`src/rtl/rast_perf_pkg.sv`:
```
// Shared types and constants for the rasterizer performance counter block.
package rast_perf_pkg;

  typedef enum logic [1:0] {
    IDLE  = 2'd0,
    COUNT = 2'd1,
    HOLD  = 2'd2,
    DUMP  = 2'd3
  } state_t;

  localparam int NUM_CNT = 6;

  localparam int CNT_CYC    = 0;
  localparam int CNT_TRI    = 1;
  localparam int CNT_STALL  = 2;
  localparam int CNT_SAMP   = 3;
  localparam int CNT_HIT    = 4;
  localparam int CNT_HITCYC = 5;

endpackage

```
`src/rtl/rast_perf_counter_if.sv`:
```
// Serial counter-result stream from rast_perf_counter to its consumer.
// Handshake: a word transfers on a rising clk edge where cnt_valid & cnt_ready;
// while cnt_valid is high and cnt_ready low, cnt_idx/cnt_data/cnt_ovf hold stable
// and cnt_valid never drops; cnt_ready may be driven independently of cnt_valid.
interface rast_perf_counter_if #(
  parameter int CNT_W = 32
);
  logic             cnt_valid;
  logic             cnt_ready;
  logic [2:0]       cnt_idx;
  logic [CNT_W-1:0] cnt_data;
  logic             cnt_ovf;

  modport master (
    output cnt_valid,
    output cnt_idx,
    output cnt_data,
    output cnt_ovf,
    input  cnt_ready
  );

  modport slave (
    input  cnt_valid,
    input  cnt_idx,
    input  cnt_data,
    input  cnt_ovf,
    output cnt_ready
  );
endinterface

```
`src/rtl/rast_sat_counter.sv`:
```
// One saturating accumulator with a sticky overflow flag.
module rast_sat_counter #(
  parameter int CNT_W = 32,
  parameter int INC_W = 1
) (
  input  logic             clk,
  input  logic             rst,
  input  logic             clr,
  input  logic             en,
  input  logic [INC_W-1:0] inc,
  output logic [CNT_W-1:0] value,
  output logic             ovf
);

  // One extra bit catches the carry out, which is exactly the saturation case.
  logic [CNT_W:0] sum;

  assign sum = {1'b0, value} + {{(CNT_W + 1 - INC_W){1'b0}}, inc};

  always_ff @(posedge clk) begin
    if (rst || clr) begin
      value <= '0;
      ovf   <= 1'b0;
    end else if (en) begin
      if (sum[CNT_W]) begin
        value <= '1;
        ovf   <= 1'b1;
      end else begin
        value <= sum[CNT_W-1:0];
      end
    end
  end

endmodule

```
`src/rtl/rast_perf_counter.sv`:
```
// Rasterizer performance monitor: six saturating event counters over a
// start/stop window, dumped serially over a valid/ready stream from HOLD.
module rast_perf_counter
  import rast_perf_pkg::*;
#(
  parameter int MULTI_TEST = 4,
  parameter int CNT_W      = 32
) (
  input  logic                  clk,
  input  logic                  rst,
  input  logic                  perf_start,
  input  logic                  perf_stop,
  input  logic                  dump_req,
  input  logic                  validTri_R10H,
  input  logic                  halt_RnnnnL,
  input  logic                  validSamp_R16H,
  input  logic [MULTI_TEST-1:0] hit_valid_R18H,
  rast_perf_counter_if.master   cnt_if,
  output logic                  busy,
  output state_t                state_dbg
);

  localparam int         HIT_W    = $clog2(MULTI_TEST + 1);
  localparam logic [2:0] LAST_IDX = 3'(NUM_CNT - 1);

  state_t             state;
  logic               clr;
  logic               count_en;
  logic [NUM_CNT-1:0] ev;
  logic [HIT_W-1:0]   hit_inc;
  logic [CNT_W-1:0]   cnt_val [NUM_CNT];
  logic [NUM_CNT-1:0] cnt_ovf_v;
  logic [2:0]         idx_nxt;

  // A start in the same cycle as events wins over them: clr has priority in each counter.
  assign clr      = perf_start && (state != DUMP);
  assign count_en = (state == COUNT);
  assign idx_nxt  = cnt_if.cnt_idx + 3'd1;

  always_comb begin
    hit_inc = '0;
    for (int i = 0; i < MULTI_TEST; i++) begin
      hit_inc = hit_inc + HIT_W'(hit_valid_R18H[i]);
    end
  end

  always_comb begin
    ev             = '0;
    ev[CNT_CYC]    = 1'b1;
    ev[CNT_TRI]    = validTri_R10H & halt_RnnnnL;
    ev[CNT_STALL]  = validTri_R10H & ~halt_RnnnnL;
    ev[CNT_SAMP]   = validSamp_R16H;
    ev[CNT_HIT]    = |hit_valid_R18H;
    ev[CNT_HITCYC] = |hit_valid_R18H;
  end

  for (genvar i = 0; i < NUM_CNT; i++) begin : g_cnt
    if (i == CNT_HIT) begin : g_multi
      rast_sat_counter #(.CNT_W(CNT_W), .INC_W(HIT_W)) u_cnt (
        .clk   (clk),
        .rst   (rst),
        .clr   (clr),
        .en    (count_en & ev[i]),
        .inc   (hit_inc),
        .value (cnt_val[i]),
        .ovf   (cnt_ovf_v[i])
      );
    end else begin : g_single
      rast_sat_counter #(.CNT_W(CNT_W), .INC_W(1)) u_cnt (
        .clk   (clk),
        .rst   (rst),
        .clr   (clr),
        .en    (count_en & ev[i]),
        .inc   (1'b1),
        .value (cnt_val[i]),
        .ovf   (cnt_ovf_v[i])
      );
    end
  end

  always_ff @(posedge clk) begin
    if (rst) begin
      state            <= IDLE;
      cnt_if.cnt_valid <= 1'b0;
      cnt_if.cnt_idx   <= '0;
      cnt_if.cnt_data  <= '0;
      cnt_if.cnt_ovf   <= 1'b0;
    end else begin
      case (state)
        IDLE: begin
          if (perf_start) state <= COUNT;
        end
        COUNT: begin
          if (perf_start)     state <= COUNT;
          else if (perf_stop) state <= HOLD;
        end
        HOLD: begin
          if (perf_start) begin
            state <= COUNT;
          end else if (dump_req) begin
            state          <= DUMP;
            cnt_if.cnt_idx <= '0;
          end
        end
        DUMP: begin
          // First DUMP cycle loads word 0; afterwards each accept loads the next.
          if (!cnt_if.cnt_valid) begin
            cnt_if.cnt_valid <= 1'b1;
            cnt_if.cnt_data  <= cnt_val[cnt_if.cnt_idx];
            cnt_if.cnt_ovf   <= cnt_ovf_v[cnt_if.cnt_idx];
          end else if (cnt_if.cnt_ready) begin
            if (cnt_if.cnt_idx == LAST_IDX) begin
              cnt_if.cnt_valid <= 1'b0;
              state            <= HOLD;
            end else begin
              cnt_if.cnt_idx  <= idx_nxt;
              cnt_if.cnt_data <= cnt_val[idx_nxt];
              cnt_if.cnt_ovf  <= cnt_ovf_v[idx_nxt];
            end
          end
        end
        default: state <= IDLE;
      endcase
    end
  end

  assign busy      = (state == COUNT) || (state == DUMP);
  assign state_dbg = state;

endmodule
```
`src/flat_wrapper.sv`:
```
// flat-port wrapper written by rule: the top's interface ports become plain ports
module rast_perf_counter_flat import rast_perf_pkg::*;
#(
  parameter int MULTI_TEST = 4,
  parameter int CNT_W      = 32
)
  (clk, rst, perf_start, perf_stop, dump_req, validTri_R10H, halt_RnnnnL, validSamp_R16H, hit_valid_R18H, busy, state_dbg, cnt_if_cnt_valid, cnt_if_cnt_idx, cnt_if_cnt_data, cnt_if_cnt_ovf, cnt_if_cnt_ready);
  rast_perf_counter_if #(.CNT_W(CNT_W)) cnt_if_i ();
  input  logic clk;
  input  logic rst;
  input  logic perf_start;
  input  logic perf_stop;
  input  logic dump_req;
  input  logic validTri_R10H;
  input  logic halt_RnnnnL;
  input  logic validSamp_R16H;
  input  logic [MULTI_TEST-1:0] hit_valid_R18H;
  output logic busy;
  output state_t state_dbg;
  output wire logic [$bits(cnt_if_i.cnt_valid)-1:0] cnt_if_cnt_valid;
  output wire logic [$bits(cnt_if_i.cnt_idx)-1:0] cnt_if_cnt_idx;
  output wire logic [$bits(cnt_if_i.cnt_data)-1:0] cnt_if_cnt_data;
  output wire logic [$bits(cnt_if_i.cnt_ovf)-1:0] cnt_if_cnt_ovf;
  input wire logic [$bits(cnt_if_i.cnt_ready)-1:0] cnt_if_cnt_ready;
  assign cnt_if_cnt_valid = cnt_if_i.cnt_valid;
  assign cnt_if_cnt_idx = cnt_if_i.cnt_idx;
  assign cnt_if_cnt_data = cnt_if_i.cnt_data;
  assign cnt_if_cnt_ovf = cnt_if_i.cnt_ovf;
  assign cnt_if_i.cnt_ready = cnt_if_cnt_ready;
  rast_perf_counter #(.MULTI_TEST(MULTI_TEST), .CNT_W(CNT_W)) u_core (.clk(clk), .rst(rst), .perf_start(perf_start), .perf_stop(perf_stop), .dump_req(dump_req), .validTri_R10H(validTri_R10H), .halt_RnnnnL(halt_RnnnnL), .validSamp_R16H(validSamp_R16H), .hit_valid_R18H(hit_valid_R18H), .cnt_if(cnt_if_i), .busy(busy), .state_dbg(state_dbg));
endmodule
```
`config.mk`:
```
export PLATFORM = sky130hd
export DESIGN_NAME = rast_perf_counter_flat
export DESIGN_NICKNAME = d
export VERILOG_FILES = /design/src/rtl/rast_perf_pkg.sv /design/src/rtl/rast_perf_counter_if.sv /design/src/rtl/rast_sat_counter.sv /design/src/rtl/rast_perf_counter.sv /design/src/flat_wrapper.sv
export SDC_FILE = /design/constraint.sdc
export NUM_CORES = 1
export LEC_CHECK = 0
export CAP_MARGIN = 10
export CORE_MARGIN = 2
export CORE_UTILIZATION = 49
export CTS_BUF_LIST = sky130_fd_sc_hd__clkbuf_4
export DETAILED_ROUTE_END_ITERATION = 7
export GPL_TIMING_DRIVEN = 1
export PLACE_DENSITY = 0.66
export SETUP_SLACK_MARGIN = 0.05
export SYNTH_ARGS = -nofsm -noshare
export SYNTH_HDL_FRONTEND = slang
export SYNTH_SLANG_ARGS = --single-unit
export TNS_END_PERCENT = 50
```
`constraint.sdc`:
```
create_clock -name clk -period 3.6 [get_ports clk]
set_input_delay 0.72 -clock clk [delete_from_list [all_inputs] [get_ports clk]]
set_output_delay 0.72 -clock clk [all_outputs]
set_load 0.01 [all_outputs]
```
==> metrics.cfg <==
[place]
port_buffers=52
dp.final_hpwl_um=29000
gp_congestion=0.900
place_inst=1932
place_ws_ps=-456

[synthesis]
synthDistinctLibCells=65
post-synth-top-count-cell=dfxtp_1
yosysWarningCount=0
ys_async_sr_fraction_pct=0
netlist.area_leader.share_pct=33.6
yosys.area.top_type=dfxtp_1
synth_seq_cells=237
syn_area_per_cell_um2=8.97
synth_area_leaders=dfxtp_1 34%, mux4_2 10%, a21oi_1 6.1%, xor2_1 5.1%, mux2i_1 4.8%
synthCells=1574
synth_nets=1602
ys.flop_type=dfxtp_1
synth_area_mm2=0.0141
synth.yosys.seq_area_share_pct=33.6
synth_common_cells=237 x dfxtp_1, 171 x a21oi_1, 133 x nand2_1
synth_edf_count=0

[timing]
clock.fmax_mhz=300
tightest_slew_ps=1140
hold_violations=0
fin_crit_ps=3340
slew_headroom_pct=23.8
grt_setup_unrepaired=no
final.setup.worst_slack_ps=263
tns_ps=0
finClkSkew_ps=43.3
fin_crit_sh_pct=92.7
finalSetupViolations=0
slew_viol_final=0

[detailed_routing]
viasPerCell=6.21
vias=12800
wl_met1_um=17900
wl_per_cell_um=20.0
final_antenna_net_count=0
drtPass1Iterations=6
drc=0
top_layer_used=met4
wl_met2_um=18000
dr_wl_met3_um=3540
drtIter0Drc=1307
totalWireLength_um=41100

[pwr]
p_seq_share_pct=48.4
comb_power_share_pct=3.2
p_sw_share_pct=24.4
p_int_mw=4.12
p_leak_nw=4.75
p_switching_mw=1.33
power_density_mw_per_mm2=342
power_frac_clock_pct=48.5
peakVddDrop_uv=188

[setup_path]
r2r-end=u_core.g_cnt[5].g_single.u_cnt.value[15]
crit_path_max_fanout=7
rr_worst_depth=6
r2r_start=u_core.state_dbg[0]
start_kind=input port
cp.arrival_ps=3850
cp-end-kind=flip-flop
cp.required_ps=4110
crit_type=input port to flip-flop
regToRegSetupSlack_ps=920

[hold_path]
min-delay-start=u_core.cnt_if.cnt_data[0]
holdPathEnd=u_core.cnt_if.cnt_data[0]
whs_path_depth=1
holdCritPathClass=flip-flop to flip-flop

[clock_network]
cts.clk_slew.worst_paths_ps=60
cts.sinks=237
clockRootBuffer=clkbuf_4
cts_setup_buffers=0
clk_latency_ps=680
cts_buffer_depth=3
numCtsBuffers=70
cts_tree=done
htree_levels=3

[cells_and_area]
drive_above_1_share_pct=15.1
nNetsFinal=1648
area_growth_syn_to_layout_pct=13.0
fin_util_pct=55.9
finalNonFillerCells=2058

[global_route]
grt_max_degree=137
antenna_found_initial=1
grt_usage_pct=27.1
grt_pass1_wl_um=65900
overflow=0
first_global_vias=11900

[floorplan]
die_area_mm2=0.0302
core-area_mm2=0.0285
num_rows=62
die_h_um=174
dieWidth_um=174
start_util_pct=49.4
num_io_pins=53

[run_status]
status=complete, no violations

[flow_run]
max-cap-violations=0

## how the worst max path moves through the flow
| stage | start | to | depth (start not counted) |
|---|---|---|---|
| after global routing | hit_valid_R18H[0] | u_core.g_cnt[4].g_multi.u_cnt.value[28] | 16 |
| after detailed placement | hit_valid_R18H[0] | u_core.g_cnt[4].g_multi.u_cnt.value[20] | 15 |
| after floorplan | hit_valid_R18H[0] | u_core.g_cnt[4].g_multi.u_cnt.value[30] | 14 |
| final | hit_valid_R18H[0] | u_core.g_cnt[4].g_multi.u_cnt.value[28] | 16 |
| after CTS | hit_valid_R18H[0] | u_core.g_cnt[4].g_multi.u_cnt.value[20] | 15 |
| after global placement | hit_valid_R18H[0] | u_core.g_cnt[4].g_multi.u_cnt.value[28] | 16 |
## per-stage QoR
stage          instance area (um2)  hold WS [ps]  power (mW)
6_report                     16000           463        5.45
5_1_grt                      16000           481        5.68
4_1_cts                      15900           467        5.51
3_5_place_dp                 15000           452        2.87
3_3_place_gp                 15000           444        2.86
2_1_floorplan                14100           433        2.79
## cells by family (layout without fill, tap and decap cells)
logic type / count (synthesis) / in the layout / synth area share, %
compound gates: 351 / 351 / 15.6
xor+xnor: 148 / 148 / 9.18
fa+ha+maj: 15 / 15 / 1.44
buf+inv: 161 / 260 / 4.70
flops: 237 / 237 / 33.6
mux: 133 / 133 / 15.3
other cells: 0 / 1 / 0
simple gates: 529 / 529 / 20.2
## critical path: stages
cell             delay (ps)
clkdlybuf4s50_1         470
inv_1                    50
ha_1                    280
inv_1                    60
fa_1                    400
inv_1                    80
ha_1                    160
inv_1                    50
fa_1                    400
nor2b_2                 160
o2111ai_2               190
buf_6                   220
nor3_1                  180
buf_4                   160
a41o_1                  170
a31oi_1                  80
## per-layer routing
layer / up-vias / GRT usage [%]
met2: 542 / 40.8
met5: - / 0
met1: 6131 / 37.1
met3: 96 / 6.34
li1: 6014 / -
met4: 0 / 11.8
## final cells by class
cell class	instances	area (um2)
fill	2646	12600
clock buffer	108	811
inverter	36	135
clock inverter	17	90.1
timing repair buffer	99	927
antenna	1	2.50
tap	384	480
multi-input combinational	1176	8760
sequential	237	4750
## layout by cell type, fill, tap and decap left out, drive strengths merged, types with 34 or more instances in the layout
master         instances
and3                  34
inv                   38
clkdlybuf4s50         52
nand2                133
mux4                  66
nor3                  46
dfxtp                237
nand4                 71
clkbuf               108
buf                   47
nand3                 56
xor2                  82
a21oi                171
xnor2                 66
a211oi                45
mux2i                 67
nor2                  71
## sequential cells by signal, summed over array words and instances (netlist names)
register / cells
u_core.cnt_if.cnt_ovf: 1
u_core.g_cnt.g_single.u_cnt.ovf: 5
u_core.cnt_if.cnt_valid: 1
u_core.g_cnt.g_multi.u_cnt.ovf: 1
u_core.cnt_if.cnt_data: 32
u_core.cnt_if.cnt_idx: 3
u_core.state_dbg: 2
u_core.g_cnt.g_multi.u_cnt.value: 32
u_core.g_cnt.g_single.u_cnt.value: 160
## power by group through the flow
stage	sequential (mW)	combinational [mW]	clock, mW
after detailed placement	2.70	0.171	0
final	2.64	0.172	2.64
after floorplan	2.69	0.101	0
after CTS	2.64	0.171	2.70
after global placement	2.69	0.169	0
after global routing	2.64	0.187	2.86
## repair_timing
| action | CTS | global route |
|---|---|---|
| hold buffers | 0 | 0 |
| resized for setup | 0 | 3 |
| setup endpoints to repair | 0 | 5 |
(Power assumes the default switching activity.)
